--- src/rtl/jam_cost_eval.sv ---
// jam_cost_eval: scores the permutations streamed in by the permutation generator.
//   Each accepted (work, job) pair is driven to the external cost memory on W/J,
//   the returned Cost is summed per permutation, and the minimum total plus the
//   number of permutations reaching it are tracked. Valid rises once the final
//   permutation (the one closed by in_last) has been compared.
//
// Optional feature: define JAM_SEQ_CHECK_EN to build the expected-work sequence
//   checker behind seq_err. When undefined, seq_err is tied low.
//
// Ports:
//   CLK, RST          clock, synchronous active-high reset
//   in_valid          work/job pair present this cycle
//   work, job         worker/job index from the generator
//   in_last           marks the final pair of the final permutation
//   W, J              address to the cost memory (held between pairs)
//   Cost              cost of (W,J), sampled COST_LAT edges after W/J update
//   MinCost           minimum permutation total
//   MatchCount        permutations equal to MinCost, saturating
//   Valid             result ready, held until RST
//   seq_err           sticky work-sequence error
module jam_cost_eval #(
   parameter int unsigned N_WORK   = 8,
   parameter int unsigned COST_W   = 7,
   parameter int unsigned SUM_W    = 10,
   parameter int unsigned CNT_W    = 4,
   parameter int unsigned COST_LAT = 1
) (
   input  logic              CLK,
   input  logic              RST,
   input  logic              in_valid,
   input  logic [2:0]        work,
   input  logic [2:0]        job,
   input  logic              in_last,
   output logic [2:0]        W,
   output logic [2:0]        J,
   input  logic [COST_W-1:0] Cost,
   output logic [SUM_W-1:0]  MinCost,
   output logic [CNT_W-1:0]  MatchCount,
   output logic              Valid,
   output logic              seq_err
);

   localparam int unsigned IDX_W         = 3;
   localparam logic [IDX_W-1:0] LAST_WORK = IDX_W'(N_WORK - 1);

   typedef enum logic [1:0] {
      ST_RUN   = 2'd0,
      ST_DRAIN = 2'd1,
      ST_DONE  = 2'd2
   } state_t;

   state_t r_state;
   state_t w_state_nxt;

   logic w_accept;
   logic w_sample;
   logic w_score;
   logic w_finish;

   // Tag pipeline: one slot per cycle of cost-memory latency
   logic [COST_LAT-1:0] r_tag_v;
   logic [COST_LAT-1:0] r_tag_eop;
   logic [COST_LAT-1:0] r_tag_last;

   logic [SUM_W-1:0] r_acc;
   logic [SUM_W-1:0] r_total;
   logic             r_tot_v;
   logic             r_tot_last;
   logic [SUM_W-1:0] w_sum;

   // State register
   always_ff @(posedge CLK) begin
      if (RST) r_state <= ST_RUN;
      else     r_state <= w_state_nxt;
   end

   // Next state and per-stage enables
   always_comb begin
      w_state_nxt = r_state;
      w_accept    = 1'b0;
      w_sample    = 1'b0;
      w_score     = 1'b0;
      w_finish    = 1'b0;
      case (r_state)
         ST_RUN: begin
            w_accept = in_valid;
            w_sample = r_tag_v[COST_LAT-1];
            w_score  = r_tot_v;
            if (in_valid && in_last) w_state_nxt = ST_DRAIN;
         end
         ST_DRAIN: begin
            w_sample = r_tag_v[COST_LAT-1];
            w_score  = r_tot_v;
            if (r_tot_v && r_tot_last) begin
               w_finish    = 1'b1;
               w_state_nxt = ST_DONE;
            end
         end
         ST_DONE: begin
            w_state_nxt = ST_DONE;
         end
         default: w_state_nxt = ST_RUN;
      endcase
   end

   // Stage A: issue address and push the tag
   always_ff @(posedge CLK) begin
      if (RST) begin
         W          <= '0;
         J          <= '0;
         r_tag_v    <= '0;
         r_tag_eop  <= '0;
         r_tag_last <= '0;
      end else begin
         if (w_accept) begin
            W <= work;
            J <= job;
         end
         r_tag_v[0]    <= w_accept;
         r_tag_eop[0]  <= w_accept && (work == LAST_WORK);
         r_tag_last[0] <= w_accept && in_last;
         for (int i = 1; i < int'(COST_LAT); i++) begin
            r_tag_v[i]    <= r_tag_v[i-1];
            r_tag_eop[i]  <= r_tag_eop[i-1];
            r_tag_last[i] <= r_tag_last[i-1];
         end
      end
   end

   assign w_sum = r_acc + SUM_W'(Cost);

   // Stage B: accumulate; in_last also closes an incomplete permutation
   always_ff @(posedge CLK) begin
      if (RST) begin
         r_acc      <= '0;
         r_total    <= '0;
         r_tot_v    <= 1'b0;
         r_tot_last <= 1'b0;
      end else begin
         r_tot_v <= 1'b0;
         if (w_sample) begin
            if (r_tag_eop[COST_LAT-1] || r_tag_last[COST_LAT-1]) begin
               r_total    <= w_sum;
               r_tot_v    <= 1'b1;
               r_tot_last <= r_tag_last[COST_LAT-1];
               r_acc      <= '0;
            end else begin
               r_acc <= w_sum;
            end
         end
      end
   end

   // Stage C: minimum tracking and completion
   always_ff @(posedge CLK) begin
      if (RST) begin
         MinCost    <= '1;
         MatchCount <= '0;
         Valid      <= 1'b0;
      end else begin
         if (w_score) begin
            if (r_total < MinCost) begin
               MinCost    <= r_total;
               MatchCount <= CNT_W'(1);
            end else if ((r_total == MinCost) && (MatchCount != '1)) begin
               MatchCount <= MatchCount + CNT_W'(1);
            end
         end
         if (w_finish) Valid <= 1'b1;
      end
   end

`ifdef JAM_SEQ_CHECK_EN
   logic [IDX_W-1:0] r_exp_work;
   logic             r_seq_err;

   // Expected-work counter; a mismatch latches seq_err until reset
   always_ff @(posedge CLK) begin
      if (RST) begin
         r_exp_work <= '0;
         r_seq_err  <= 1'b0;
      end else if (w_accept) begin
         if (work != r_exp_work) r_seq_err <= 1'b1;
         r_exp_work <= (r_exp_work == LAST_WORK) ? '0 : r_exp_work + IDX_W'(1);
      end
   end

   assign seq_err = r_seq_err;
`else
   assign seq_err = 1'b0;
`endif

endmodule

--- config.mk ---
export PLATFORM = sky130hd
export DESIGN_NAME = jam_cost_eval
export DESIGN_NICKNAME = d
export VERILOG_FILES = /design/src/rtl/jam_cost_eval.sv
export SDC_FILE = /design/constraint.sdc
export NUM_CORES = 1
export LEC_CHECK = 0
export BUFFER_PORTS_ARGS = -buffer_cell sky130_fd_sc_hd__buf_2
export CORE_UTILIZATION = 60
export DETAILED_ROUTE_END_ITERATION = 16
export MAX_ROUTING_LAYER = met4
export PLACE_DENSITY = 0.89
export SLEW_MARGIN = 20
export SYNTH_ARGS = -nofsm -noshare
export SYNTH_HDL_FRONTEND = slang
export SYNTH_SLANG_ARGS = --single-unit
export TNS_END_PERCENT = 1
--- constraint.sdc ---
create_clock -name CLK -period 4.9 [get_ports CLK]
set_clock_uncertainty 0.15 [all_clocks]
set_input_delay 0.98 -clock CLK [delete_from_list [all_inputs] [get_ports CLK]]
set_output_delay 0.98 -clock CLK [all_outputs]
set_load 0.005 [all_outputs]
## After elaboration in Yosys (flattened, before gate mapping)

Index checks and enable logic that the tools add are counted.

- Reduce and logical (&&, ||, !) cells: 14
- Muxes and demuxes: 12
- Equality and inequality tests: 7
- Bitwise operators: 1
- $add $sub $neg: 2
- $lt $le $gt $ge: 1

Operators by type and width:

| cell | number |
|---|---|
| adder 10 x 7 -> 10 bit | 1 |
| == test 10 bit | 1 |
| less-than comparator 10 bit | 1 |
| 2-to-1 mux 10 bit | 1 |
| 2-to-1 mux 4 bit | 2 |
| AND reduction 2 bit | 4 |
| 2-to-1 mux 1 bit | 6 |
| one-hot mux 2 bit (3 select lines) | 1 |
| logical AND 1 bit | 5 |
| adder 4 x 1 -> 4 bit (second input constant) | 1 |
| 2-to-1 mux 2 bit | 2 |
| inequality test 2 bit (second input constant) | 2 |
| inequality test 4 bit (second input constant) | 1 |
| OR reduction 2 bit | 2 |
| == test 3 bit (second input constant) | 1 |
| == test 2 x 1 -> 1 bit (second input constant) | 1 |
| == test 2 bit (second input constant) | 1 |
| zero test 2 bit | 1 |
| nonzero test 2 bit | 1 |
| logical OR 1 bit | 1 |
| NOT 1 bit | 1 |

- Output and inout bits: 22
- Word-level logic and storage cells: 50
- Register bits after elaboration: 48

## Depth between registers and ports, before layout

Gate-level depths: netlist (run 1).

- Depth after elaboration: 5
- Gate-level depth with buffers: 9

## Worst setup path before layout (run 1)

OpenSTA, ideal clock, no wires.

- Path type: input to register
- Start point: input port Cost[0]
- End point: register r_total[6]
- Arrival: 2,557 ps
- Setup slack: 2,108 ps
- Data required time: 4,665 ps
- Cell stages on the path: 8
- Path through: ha_1 inv_1 fa_1 nor2b_4 o31a_1 or4b_1 o311a_2 o31ai_2

- Cells in the longest elaborated chain, start to end: 1

RTL lines:

| what | RTL line | RTL |
|---|---|---|
| start: declaration | 36 | `input logic [COST_W-1:0] Cost,` |
| adder 10 x 7 -> 10 bit | 130 | `assign w_sum = r_acc + SUM_W'(Cost);` |
| end signal: assignment | 143 | `r_total <= w_sum;` |
| end: declaration | 66 | `logic [SUM_W-1:0] r_total;` |

No other way between the ends.
A chain may end at the register's enable or synchronous reset.

## Final worst setup path (run 1)

Same ends and word-level chain as after synthesis.

==> flow_summary_export.csv, run 1 <==
group,metric,value,unit
outcome,status,"finished, final reports clean",
clock_tree,cts_tree,"yes",
sta,max_freq,365,MHz
power,p_comb_share,17.8,%
power,peakVddDrop,218,uV
worst_setup_path,critPathLaunchType,"input pin",
placed_design,gp_congestion,0.873,
layout,diodes,0,
floorplan,rows,23,
clock_tree,htree_levels,2,
layout,syn2layout_area_growth,11.5,%
synthesis,synth_area,2530,um2
worst_setup_path,r2r_start,"r_state[0]",
drt,wl_per_cell,14.3,um
drt,vias,2206,
worst_setup_path,required,4.97,ns
synthesis,synthTopCellsByArea,"dfxtp_1 (38%), ha_1 (9.9%), nor2_1 (4.9%)",
synthesis,yosys.area.top_type,"dfxtp_1",
grt,antenna_found_initial,0,
placed_design,port-buffer-count,37,
worst_setup_path,worstPathMaxFanout,4,
worst_setup_path,crit_buf_inv,2,
clock_tree,ctsResizeCount,0,
worst_setup_path,cp_top_family,"compound AO/OA/AOI/OAI gates",
hold_path,worstHoldPathType,"register to register",
grt,grt_max_degree,56,
power,p_int,0.000618,W
hold_path,hold_end,"W[0]",
worst_setup_path,max_stage_delay,0.49,ns
synthesis,yosysWarnings,0,
clock_tree,cts_root_buffer,"clkbuf_8",
hold_path,worstHoldStart,"W[0]",
floorplan,die-area,4490,um2
sta,fin_crit_sh,55.9,%
synthesis,synth_top_area_share,37.9,%
worst_setup_path,cp.arrival,2.81,ns
worst_setup_path,crit_chain,"buf_2, ha_1, inv_1, fa_1, nor2b_4, o31a_1, or4b_1, o311a_2, o31ai_2",
clock_tree,cts.sinks,48,
power,power.leakage,1.23,nW
grt,grt.total_usage,25.9,%
worst_setup_path,path_depth,9,
layout,nNetsFinal,359,
worst_setup_path,end_kind,"register",
synthesis,synth_flop_cell,"dfxtp_1",
synthesis,ys_ff_latch,48,
floorplan,start_util,62.9,%
clock_tree,clk_pin_slew,0.08,ns
drt,dr.first_iter.drc_count,153,
synthesis,synth_async_sr_flop_share,0,%
floorplan,die_w,67,um
drt,drt-total-wl,5280,um
sta,finalSetupTns,0,ns
synthesis,syn_nets,327,
floorplan,ios,39,
synthesis,yosysUniqueCellTypes,56,
sta,whs,0.311,ns
clock_tree,clk_latency,0.30,ns
power,pwr-share-clk,32.5,%
sta,finalCriticalPeriod,2.74,ns
layout,postLayoutCellArea,2830,um2
clock_tree,cts_setup_buffers,0,
synthesis,syn_area_per_cell,8.77,um2
grt,grt_overflow,0,
clock_tree,clockBufferDepth,2,
sta,report.final.slew_viol_count,0,
worst_setup_path,reg2reg_depth,8,
synthesis,synth_seq_area_share,37.9,%
worst_setup_path,reg2reg_to,"MinCost[6]",
placed_design,placed_cell_area,2730,um2
floorplan,coreArea,4030,um2
hold_path,min_path_cells,2,
sta,setup_viol,0,
power,powerDensity,301,nW/um2
drt,firstDrtPassIters,5,
synthesis,synth_cells,289,
grt,grt_pass1_vias,1916,
sta,hold_viol_final,0,
sta,tightest_slew,0.931,ns
layout,utilization,70.2,%
worst_setup_path,slowest_stage,"or4b_1",
grt,grt_pass1_wl,8470,um
worst_setup_path,worstSetupPathType,"input pin to register",
worst_setup_path,r2r_setup_slack,2.31,ns
clock_tree,cts_buffers,5,
job,drv_cap,0,
power,power.total,0.000851,W
synthesis,synth_edf_count,0,
sta,max-slew-margin-rel,38.0,%
layout,drive_above_1_share,18.1,%
power,power_frac_seq,49.7,%
clock_tree,hold_buffers,0,
power,power.switching,0.000233,W
drt,via_per_inst,5.96,
drt,ant_nets,0,
sta,rsz0062_at_grt,"false",
floorplan,die_h,67,um
power,switching_share,27.3,%
drt,drc,0,
placed_design,dp.final_hpwl,3640,um
-- cell usage in the layout (no fill, tap or decap), types with 5 or more instances in the layout --
cell      synthesis  final
dfxtp_1          48     48
a211o_1          10     10
buf_2             4     37
o21ai_0           5      5
nand3_1          12     12
a211oi_1          6      6
nand2_1          24     24
nor2_1           33     33
a21oi_1          18     18
ha_1             20     20
clkbuf_8          0      5
a22oi_1           5      5
inv_1            20     20
-- worst max-delay path by stage --
| stage | from | to | slack [ns] |
|---|---|---|---|
| 2_1_floorplan | Cost[0] | r_total[6] | 2.11 |
| 3_3_place_gp | Cost[0] | r_acc[6] | 1.95 |
| 3_5_place_dp | Cost[0] | r_total[6] | 1.88 |
| 4_1_cts | Cost[0] | r_total[6] | 2.17 |
| 5_1_grt | Cost[0] | r_acc[6] | 2.07 |
| 6_report | Cost[0] | r_total[6] | 2.16 |
-- routing by layer --
layer	vias up	global-route usage [%]	part of all wire [%]
li1	1099	-	-
met1	1042	31.2	44
met2	59	42.9	50
met3	6	5.65	4.2
met4	0	7.45	1.1
met5	-	-	0
-- cell families after synthesis --
group / Yosys count / synth area share, %
AO/OA/AOI/OAI: 72 / 21.3
XOR/XNOR: 5 / 1.73
flip-flops: 48 / 37.9
other: 1 / 0.148
AND/OR/NAND/NOR: 107 / 22.1
multiplexers: 2 / 0.790
adder cells (fa/ha/maj): 21 / 10.7
buffers and inverters: 33 / 5.38
-- synthesized netlist by cell type, types with 2 or more instances --
library cell and count:
nor4b_1 3, mux2i_1 2, o31ai_2 2, o21a_1 3, and3_1 2, nand3b_1 4, buf_2 4, nand2b_1 4
xnor2_1 3, nor2_1 33, or4_1 3, nand2_1 24, clkbuf_1 7, buf_4 2, a21oi_1 18, nor4_1 2
o21ai_0 5, o21ai_1 2, xor2_1 2, nand4b_1 2, a211oi_2 3, nor3_1 3, nand3_1 12, a211oi_1 6
or4b_1 2, a21boi_0 2, ha_1 20, a31oi_1 3, nand4_1 2, inv_1 20, and4_1 2, and2_1 3
a22oi_1 5, dfxtp_1 48, a211o_1 10
-- state kept, by name, indices dropped and copies added, names as in the netlist --
name / flops
W: 3
r_tag_v: 1
r_state: 2
r_tag_last: 1
Valid: 1
r_total: 10
r_tag_eop: 1
MinCost: 10
r_tot_last: 1
MatchCount: 4
J: 3
r_acc: 10
r_tot_v: 1
-- per-stage QoR --
stage | setup slack [ns] | std cells
after floorplan | 2.11 | 289
after global placement | 1.95 | 364
after detailed placement | 1.88 | 364
after CTS | 2.17 | 370
after global routing | 2.07 | 370
final | 2.16 | 370
-- tightest hold or removal path: stages (launching register included) --
cell and delay [ns]:
dfxtp_1 0.31, nand2_1 0.05, a21oi_1 0.05
-- power by group through the flow --
| stage | Sequential, W | Combinational (W) | Clock, W |
|---|---|---|---|
| CTS | 0.000422 | 0.000151 | 0.000281 |
| finish | 0.000422 | 0.000151 | 0.000277 |
| global placement | 0.000431 | 0.000142 | 0 |
| detailed placement | 0.000431 | 0.000148 | 0 |
| floorplan | 0.000430 | 0.000109 | 0 |
| global route | 0.000426 | 0.000169 | 0.000298 |
-- cell type report --
type                       instances  area (um2)
clock buffer                       5        68.8
tap                               50        62.6
inverter                          20        75.1
sequential                        48         961
multi-input combinational        208        1440
timing repair buffer              38         193
clock inverter                     1        30.0
fill                             317        1200
Power figures use the tool's default switching activity.
==> run 2, diff against run 1 <==
--- a/config.mk
+++ b/config.mk
@@ -6,10 +6,10 @@
 export NUM_CORES = 1
 export LEC_CHECK = 0
 export BUFFER_PORTS_ARGS = -buffer_cell sky130_fd_sc_hd__buf_2
-export CORE_UTILIZATION = 60
+export CORE_UTILIZATION = 56
 export DETAILED_ROUTE_END_ITERATION = 16
 export MAX_ROUTING_LAYER = met4
-export PLACE_DENSITY = 0.89
+export PLACE_DENSITY = 0.84
 export SLEW_MARGIN = 20
 export SYNTH_ARGS = -nofsm -noshare
 export SYNTH_HDL_FRONTEND = slang
==> constraint.sdc (replaced) <==
create_clock -name CLK -period 2.8 [get_ports CLK]
set_clock_uncertainty 0.15 [all_clocks]
set_input_delay 0.56 -clock CLK [delete_from_list [all_inputs] [get_ports CLK]]
set_output_delay 0.56 -clock CLK [all_outputs]
set_load 0.005 [all_outputs]
==> run 2 against run 1 <==
Sequential share of layout area down 0.33 points. Sequential power up 75%. Wire length down 2.2%. Critical path depth down 1. Worst setup slack worse by 1.8 ns. Cell area up 0.97%. Power up 69%. Global-route usage down 2.0 points. Largest power group unchanged.
==> flow_summary_export.csv, run 2 (synthesis gave the netlist of run 1 again) <==
group,metric,value,unit
worst_setup_path,slowest_stage,"a211oi_2",
clock_tree,cts.sinks,48,
placed_design,dpl_worst_slack,0.227,ns
layout,layout_commonest_cell,"dfxtp_1",
worst_setup_path,crit_chain,"inv_1, ha_1, a211oi_1, o211ai_1, a211oi_2, buf_4, nor2_1, a211o_1",
floorplan,coreArea,4350,um2
drt,drt-total-wl,5160,um
layout,syn2layout_area_growth,12.6,%
power,power_frac_seq,51.3,%
grt,antenna_found_initial,0,
clock_tree,htree_levels,2,
worst_setup_path,max_stage_delay,0.37,ns
placed_design,gp_congestion,0.843,
grt,grt_max_degree,44,
outcome,status,"finished, final reports clean",
worst_setup_path,crit_path_start,"MinCost[7]",
placed_design,dp.final_hpwl,3730,um
clock_tree,clk_latency,0.31,ns
worst_setup_path,end_kind,"register",
power,pwr-share-clk,30.1,%
power,power.leakage,1.24,nW
sta,setup_viol,0,
clock_tree,cts_setup_buffers,0,
sta,setup_ws,0.353,ns
floorplan,die_h,69.3,um
layout,largest_registers,"MinCost x10, r_acc x10, r_total x10",
grt,grt_pass1_wl,9000,um
sta,report.final.slew_viol_count,0,
power,p_comb_share,18.6,%
power,power.switching,0.000408,W
sta,finalSetupTns,0,ns
clock_tree,clockBufferDepth,2,
drt,vias,2189,
worst_setup_path,required,2.86,ns
grt,grt_pass1_vias,2022,
power,p_int,0.00103,W
worst_setup_path,r2r_start,"MinCost[7]",
sta,finalCriticalPeriod,2.45,ns
worst_setup_path,reg2reg_depth,8,
worst_setup_path,critPathLaunchType,"register",
floorplan,ios,39,
floorplan,die-area,4800,um2
floorplan,die_w,69.3,um
layout,final_cell_mix,"dfxtp_1 (48), buf_2 (37), nor2_1 (33)",
floorplan,rows,24,
hold_path,worstHoldPathType,"register to register",
drt,drc,0,
clock_tree,ctsResizeCount,0,
worst_setup_path,worstPathMaxFanout,18,
grt,grt.total_usage,23.8,%
clock_tree,cts_buffers,5,
clock_tree,hold_buffers,0,
drt,ant_nets,0,
power,peakVddDrop,403,uV
layout,drive_above_1_share,19.3,%
drt,via_per_inst,5.79,
drt,dr.first_iter.drc_count,121,
sta,rsz0062_at_grt,"false",
job,drv_cap,0,
grt,grt_overflow,0,
floorplan,start_util,58.2,%
worst_setup_path,r2r_setup_slack,0.35,ns
worst_setup_path,cp.arrival,2.50,ns
worst_setup_path,crit_end,"MinCost[3]",
drt,firstDrtPassIters,4,
clock_tree,cts_tree,"yes",
worst_setup_path,worstSetupPathType,"register to register",
sta,whs,0.309,ns
power,powerDensity,504,nW/um2
worst_setup_path,reg2reg_to,"MinCost[3]",
drt,wl_per_cell,13.7,um
sta,max_freq,409,MHz
sta,fin_crit_sh,87.4,%
layout,nNetsFinal,363,
placed_design,port-buffer-count,37,
clock_tree,clk_pin_slew,0.09,ns
sta,tightest_slew,0.743,ns
clock_tree,cts_root_buffer,"clkbuf_8",
power,switching_share,28.3,%
layout,diodes,0,
sta,max-slew-margin-rel,50.5,%
sta,hold_viol_final,0,
-- run 2: changes by cell type in the layout (fill, tap and decap cells not counted), sizes merged --
cell      previous run  this run
bufinv               1         0
clkinvlp             0         1
clkbuf               5         7
buf                 38        42
-- run 2: power by group through the flow --
stage,Sequential (W),Combinational (W),Clock (W)
after floorplan,0.000753,0.000190,0
after global placement,0.000753,0.000259,0
after detailed placement,0.000754,0.000266,0
after CTS,0.000739,0.000268,0.000443
after global routing,0.000744,0.000307,0.000467
final,0.000738,0.000268,0.000433
-- run 2: area by class of cell --
type                            instances  area (um2)
Multi-Input combinational cell        208        1440
Clock buffer                            7        86.3
Inverter                               20        75.1
Fill cell                             362        1500
Sequential cell                        48         961
Timing Repair Buffer                   42         223
Clock inverter                          1        7.51
Tap cell                               52        65.1
-- run 2: how the worst min path moves through the flow --
stage               startpoint          to  slack, ns  cells past startpoint
CTS                       W[0]        W[0]       0.31                      2
global route              W[2]        W[2]       0.33                      2
global placement          J[0]        J[0]       0.29                      2
finish                    W[0]        W[0]       0.31                      2
detailed placement        W[0]        W[0]       0.30                      2
floorplan           r_total[0]  r_total[0]       0.30                      2
-- run 2: through the flow --
stage	std cells	total power, W	utilization [%]	instance area [um2]
after detailed placement	370	0.00102	63.4	2760
after CTS	378	0.00145	65.6	2860
after global routing	378	0.00152	65.6	2860
after global placement	370	0.00101	63.4	2760
final	378	0.00144	65.6	2860
after floorplan	289	0.000943	-	2530
-- run 2: critical path: cells and delay by family (launching register included) --
family | cells | cell delay [ns]
adders and majority gates | 1 | 0.31
AOI/OAI and AO/OA | 4 | 1.13
and+or+nand+nor | 1 | 0.06
buffers and inverters | 2 | 0.35
DFF | 1 | 0.33
-- run 2: layer usage --
| metal | track usage (%) | part of all wire (%) |
|---|---|---|
| met1 | 30.0 | 48 |
| met2 | 36.9 | 47 |
| met3 | 5.67 | 3.7 |
| met4 | 9.52 | 1.7 |
| met5 | - | 0 |
